File: config.mk
export PLATFORM = sky130hd
export DESIGN_NAME = frame_reader
export DESIGN_NICKNAME = d
export VERILOG_FILES = /design/src/rtl/frame_reader_pkg.sv /design/src/rtl/frame_reader_pix_fifo.sv /design/src/rtl/frame_reader.sv
export SDC_FILE = /design/constraint.sdc
export NUM_CORES = 1
export LEC_CHECK = 0
export BUFFER_PORTS_ARGS = -buffer_cell sky130_fd_sc_hd__buf_2
export CAP_MARGIN = 20
export CORE_ASPECT_RATIO = 0.8
export CORE_MARGIN = 5
export CORE_UTILIZATION = 45
export CTS_CLUSTER_SIZE = 16
export DETAILED_ROUTE_END_ITERATION = 6
export GPL_TIMING_DRIVEN = 1
export PLACE_DENSITY = 0.66
export SLEW_MARGIN = 30
export SYNTH_ARGS = -nofsm -noshare
export SYNTH_HDL_FRONTEND = slang
export SYNTH_SLANG_ARGS = --single-unit
File: constraint.sdc
create_clock -name clk -period 3.9 [get_ports clk]
set_clock_uncertainty 0.2 [all_clocks]
set_input_delay 0.975 -clock clk [delete_from_list [all_inputs] [get_ports clk]]
set_output_delay 0.975 -clock clk [all_outputs]
set_load 0.005 [all_outputs]
File: src/rtl/frame_reader_pkg.sv
// Shared definitions for the frame reader: FSM encoding, default output-image
// geometry and the channel-sum helper used by the optional FRAME_SUM_EN checksum.
package frame_reader_pkg;

  typedef enum logic [1:0] {
    IDLE  = 2'd0,
    READ  = 2'd1,
    DRAIN = 2'd2
  } state_t;

  localparam int IMG_W_DEF = 300;
  localparam int IMG_H_DEF = 300;
  localparam int BASE_DEF  = 302;
  localparam int COORD_W   = 16;

  function automatic logic [31:0] chan_sum(input logic [23:0] w);
    return 32'(w[7:0]) + 32'(w[15:8]) + 32'(w[23:16]);
  endfunction

endpackage

File: src/rtl/frame_reader_pix_fifo.sv
// Show-ahead synchronous FIFO: the head word is visible on rdata whenever the
// FIFO is not empty; a pop advances to the next entry.
module pix_fifo #(
  parameter int WIDTH = 24,
  parameter int DEPTH = 4
) (
  input  logic                     clk,
  input  logic                     rst_n,
  input  logic                     push,
  input  logic [WIDTH-1:0]         wdata,
  input  logic                     pop,
  output logic [WIDTH-1:0]         rdata,
  output logic                     full,
  output logic                     empty,
  output logic [$clog2(DEPTH):0]   count
);

  localparam int AW = $clog2(DEPTH);
  localparam int CW = AW + 1;

  logic [WIDTH-1:0] mem [DEPTH];
  logic [AW-1:0]    wr_ptr, rd_ptr;
  logic             do_push, do_pop;

  assign full    = (count == CW'(DEPTH));
  assign empty   = (count == '0);
  assign do_push = push && (!full || pop);
  assign do_pop  = pop && (!empty || push);
  assign rdata   = mem[rd_ptr];

  always_ff @(posedge clk) begin
    if (do_push) mem[wr_ptr] <= wdata;
  end

  // Pointers wrap naturally because DEPTH is a power of two.
  always_ff @(posedge clk) begin
    if (!rst_n) begin
      wr_ptr <= '0;
      rd_ptr <= '0;
      count  <= '0;
    end else begin
      if (do_push) wr_ptr <= wr_ptr + AW'(1);
      if (do_pop)  rd_ptr <= rd_ptr + AW'(1);
      if (do_push && !do_pop)      count <= count + CW'(1);
      else if (do_pop && !do_push) count <= count - CW'(1);
    end
  end

endmodule

File: src/rtl/frame_reader.sv
// Streams the processed output image out of the pixel memory as a valid/ready
// raster stream with frame markers. Optional checksum port under FRAME_SUM_EN.
//
// state | meaning
// IDLE  | waiting for start; no reads, stream idle
// READ  | issuing reads BASE..BASE+NPIX-1 under FIFO credit
// DRAIN | all reads issued; emptying FIFO until last pixel handshake
module frame_reader
  import frame_reader_pkg::*;
#(
  parameter int WIDTH = 24,
  parameter int BASE  = BASE_DEF,
  parameter int NPIX  = IMG_W_DEF * IMG_H_DEF,
  parameter int IMG_W = IMG_W_DEF,
  parameter int DEPTH = 4
) (
  input  logic               clk,
  input  logic               rst_n,
  input  logic               start,
  output logic               busy,
  output logic               done,
  output logic [WIDTH-1:0]   mem_a,
  input  logic [WIDTH-1:0]   mem_rd,
  output logic [WIDTH-1:0]   pix_data,
  output logic               pix_valid,
  input  logic               pix_ready,
  output logic [COORD_W-1:0] pix_x,
  output logic [COORD_W-1:0] pix_y,
  output logic               sof,
  output logic               eol,
  output logic               eof
`ifdef FRAME_SUM_EN
  ,
  output logic [31:0]        frame_sum
`endif
);

  localparam int IW = $clog2(NPIX + 1);
  localparam int CW = $clog2(DEPTH) + 1;

  state_t             state, state_nxt;
  logic [IW-1:0]      rd_idx, out_idx;
  logic [COORD_W-1:0] x_q, y_q;
  logic [CW-1:0]      fifo_count;
  logic               fifo_full, fifo_empty;
  logic               issued_q, issue, accept, hs, last_issue, last_hs, done_q;

  assign accept     = (state == IDLE) && start;
  assign hs         = pix_valid && pix_ready;
  assign last_issue = issue && (rd_idx == IW'(NPIX - 1));
  assign last_hs    = hs && (out_idx == IW'(NPIX - 1));

  always_ff @(posedge clk) begin
    if (!rst_n) state <= IDLE;
    else        state <= state_nxt;
  end

  always_comb begin
    state_nxt = state;
    case (state)
      IDLE:    if (start)      state_nxt = READ;
      READ:    if (last_issue) state_nxt = DRAIN;
      DRAIN:   if (last_hs)    state_nxt = IDLE;
      default:                 state_nxt = IDLE;
    endcase
  end

  // A read is in flight for one cycle, so it must be counted against FIFO space.
  always_comb begin
    busy  = (state != IDLE);
    issue = (state == READ) && ((int'(fifo_count) + int'(issued_q)) < DEPTH);
    mem_a = WIDTH'(BASE) + WIDTH'(rd_idx);
  end

  always_ff @(posedge clk) begin
    if (!rst_n) begin
      rd_idx   <= '0;
      out_idx  <= '0;
      x_q      <= '0;
      y_q      <= '0;
      issued_q <= 1'b0;
      done_q   <= 1'b0;
    end else begin
      issued_q <= issue;
      done_q   <= (state == DRAIN) && last_hs;
      if (accept) begin
        rd_idx  <= '0;
        out_idx <= '0;
        x_q     <= '0;
        y_q     <= '0;
      end else begin
        // rd_idx parks on the last address so mem_a holds through DRAIN.
        if (issue && !last_issue) rd_idx <= rd_idx + IW'(1);
        if (hs) begin
          out_idx <= out_idx + IW'(1);
          if (x_q == COORD_W'(IMG_W - 1)) begin
            x_q <= '0;
            y_q <= y_q + COORD_W'(1);
          end else begin
            x_q <= x_q + COORD_W'(1);
          end
        end
      end
    end
  end

  pix_fifo #(.WIDTH(WIDTH), .DEPTH(DEPTH)) u_fifo (
    .clk   (clk),
    .rst_n (rst_n),
    .push  (issued_q),
    .wdata (mem_rd),
    .pop   (hs),
    .rdata (pix_data),
    .full  (fifo_full),
    .empty (fifo_empty),
    .count (fifo_count)
  );

  assert property (@(posedge clk) disable iff (!rst_n) !(issued_q && fifo_full && !hs))
    else $error("frame_reader: FIFO push while full");

  assign done      = done_q;
  assign pix_valid = !fifo_empty;
  assign pix_x     = x_q;
  assign pix_y     = y_q;
  assign sof       = pix_valid && (out_idx == '0);
  assign eol       = pix_valid && (x_q == COORD_W'(IMG_W - 1));
  assign eof       = pix_valid && (out_idx == IW'(NPIX - 1));

`ifdef FRAME_SUM_EN
  always_ff @(posedge clk) begin
    if (!rst_n)      frame_sum <= '0;
    else if (accept) frame_sum <= '0;
    else if (hs)     frame_sum <= frame_sum + chan_sum(pix_data[23:0]);
  end
`endif

endmodule
==> flow_summary_export.csv <==
group,metric,value,unit
sta,maxClockFrequency,293,MHz
routing,wl_per_cell,16.3,um
cells_and_area,final_area,8880,sq um
routing,drc,0,
routing,drtAntennaViolNets,0,
placed_design,placed_cell_area,8270,sq um
power,power,4.57,mW
worst_setup_path,crit_fanout,8,
global_routing,grt_start_max_net_pins,34,
status,outcome,"complete, no violations",
routing,firstDrtPassIters,4,
power,p_switching,1.25,mW
clock_tree,clock_path_buffers,2,
floorplanning,dieWidth,154,um
min_path,hp-class,"register to register",
clock_tree,ctsResizeCount,0,
cells_and_area,area_delta_synth_final,18.3,%
synthesis,syn_inst,619,
clock_tree,post_cts_buffers,0,
clock_tree,cts_buffers,17,
placed_design,portBuffers,107,
routing,finalWirelength,15.7,mm
floorplanning,rows,42,
synthesis,syn_area,7510,sq um
clock_tree,clock-sinks,175,
routing,vias,5042,
floorplanning,die-area,19400,sq um
synthesis,synth_seq_area_share,0.595,
cells_and_area,drive_gt1_frac,0.247,
synthesis,ys_types,51,
synthesis,synth_area_per_cell,12.1,sq um
worst_setup_path,startpoint_type,"register",
floorplanning,ios,114,
sta,slew_headroom,0.525,
global_routing,track_usage,0.164,
floorplanning,start_util,0.456,
power,p_per_area,515,nW/um^2
power,leakagePower,3.20,nW
clock_tree,cts-root-buf,"clkbuf_16",
sta,post-route-period-util,0.874,
sta,hold_violations,0,
routing,drt-vias-per-instance,5.25,
synthesis,synth-seq-cells,175,
clock_tree,hold_buffers,0,
cells_and_area,nFillCells,1386,
floorplanning,die_h,126,um
flow_run,max_cap_violations,0,
synthesis,async_flop_share,0,
global_routing,grt_pass1_vias,4964,
synthesis,synth_edf_count,96,
routing,drt_iter0_drc,317,
worst_setup_path,critPathRequiredTime,2720,ps
sta,hold_ws,292,ps
power,p_seq_frac,0.459,
clock_tree,clk_pin_slew_worst_paths,70,ps
sta,setup_viol,0,
worst_setup_path,path_class,"register to primary output",
sta,tns,0,ps
clock_tree,cts_tree,"done",
worst_setup_path,end_kind,"primary output",
global_routing,grt_pass1_wl,25.5,mm
synthesis,yosys_warnings,0,
clock_tree,cts_max_level,4,
power,irDropWorstVdd,0.000358,V
floorplanning,core-area,16400,sq um
power,p_int,3.32,mW
power,clkPwrFrac,0.378,
worst_setup_path,cpMaxStageDelayCell,"a31oi_1",
worst_setup_path,worstPathArrival,2230,ps
synthesis,synthFlopType,"edfxtp_1",
global_routing,antenna_found_initial,0,
power,switching_share,0.274,
power,combPwrFrac,0.163,
worst_setup_path,max_stage_delay,450,ps
cells_and_area,layout_common_cells,"buf_2 (107), edfxtp_1 (96), dfxtp_1 (78)",
sta,drv_slew,0,
sta,worst_pin_slew,712,ps
cells_and_area,n_antenna_cell,0,
worst_setup_path,path_cells,"inv_1 -> ha_1 -> nand2b_1 -> a21o_1 -> a31oi_1 -> nor3_1 -> xor2_1 -> buf_2",
cells_and_area,layout_commonest_cell,"buf_2",
cells_and_area,fin_nets,768,
sta,period_needed,3410,ps
sta,rsz0062_at_grt,"no",
global_routing,grt_overflow,0,
placed_design,gp_congestion,0.845,
placed_design,dp_hpwl,10.9,mm
clock_tree,clkLatencyLatePin,420,ps
-- kinds of logic (layout without fill, tap and decap cells) --
logic type      after synthesis  after routing  share of synthesized area
flops                       175            175                      0.595
other cells                   1              6                   0.000500
fa+ha+maj                    13             13                     0.0227
mux                          28             28                     0.0773
compound gates               47             47                     0.0375
xor+xnor                     67             67                     0.0782
buf+inv                      58            174                     0.0328
simple gates                230            230                      0.156
-- registers in the layout, indices dropped and copies added (netlist names), named ones only --
signal	cells
pix_x	16
u_fifo.wr_ptr	2
out_idx	17
rd_idx	17
pix_y	16
u_fifo.mem	96
u_fifo.rd_ptr	2
issued_q	1
u_fifo.count	3
done	1
state	2
-- path summary, 6_finish.rpt --
check	cells after the start	endpoint	start	slack (ps)
hold / removal	2	pix_x[1]	pix_x[1]	290
hold reg to reg	2	pix_x[1]	pix_x[1]	290
setup reg to reg	6	pix_y[13]	pix_x[0]	980
setup / recovery	8	mem_a[15]	rd_idx[2]	490
-- critical path: cells and delay by family (launching register included) --
kind	cells	cell delay [ps]
and+or+nand+nor	2	220
xor gates and xnor gates	1	160
adders and majority gates	1	170
DFF	1	380
AOI/OAI and AO/OA	2	660
buffers and inverters	2	220
-- routing by layer --
metal | vias to the layer above | routed length [um] | global-route usage
met4 | 0 | 180 | 0.0478
li1 | 2433 | - | -
met5 | - | 0 | 0
met1 | 2464 | 7220 | 0.223
met3 | 15 | 842 | 0.0418
met2 | 130 | 7430 | 0.262
-- through the flow --
stage / util / worst slack, ps / std cells
finish: 0.540 / 490 / 960
global route: 0.540 / 317 / 960
CTS: 0.540 / 465 / 960
detailed placement: 0.503 / 908 / 928
global placement: 0.503 / 1020 / 928
floorplan: - / 719 / 624
-- cell usage after synthesis, types with 7 or more instances --
| cell type | number | area, sq um |
|---|---|---|
| xor2_1 | 23 | 201 |
| nand3_1 | 23 | 115 |
| inv_1 | 23 | 86.3 |
| clkbuf_1 | 22 | 82.6 |
| or3_1 | 9 | 56.3 |
| edfxtp_1 | 96 | 2880 |
| nor4_1 | 13 | 81.3 |
| mux4_2 | 24 | 541 |
| o21ai_0 | 13 | 65.1 |
| nor2_1 | 75 | 282 |
| buf_4 | 7 | 52.6 |
| nor3_1 | 19 | 95.1 |
| dfxtp_1 | 79 | 1580 |
| ha_1 | 12 | 150 |
| nand2_1 | 38 | 143 |
| and4_1 | 7 | 61.3 |
| a21oi_1 | 17 | 85.1 |
| xnor2_1 | 44 | 385 |
| nand4_1 | 14 | 87.6 |
-- final cells by class --
type | count | area [sq um] | area share
Timing Repair Buffer | 118 | 618 | 0.0696
Clock buffer | 17 | 425 | 0.0479
Inverter | 24 | 90.1 | 0.0101
Clock inverter | 15 | 186 | 0.0210
Multi-Input combinational cell | 391 | 2820 | 0.317
Tap cell | 220 | 275 | 0.0310
Sequential cell | 175 | 4470 | 0.503
-- power groups by stage --
stage	Clock, mW	Combinational (mW)	Sequential [mW]
floorplan	0	0.504	2.10
global placement	0	0.736	2.14
CTS	1.77	0.760	2.10
finish	1.73	0.744	2.10
detailed placement	0	0.756	2.14
global route	1.85	0.824	2.11
Note: power is estimated with default switching activity, not from simulation.
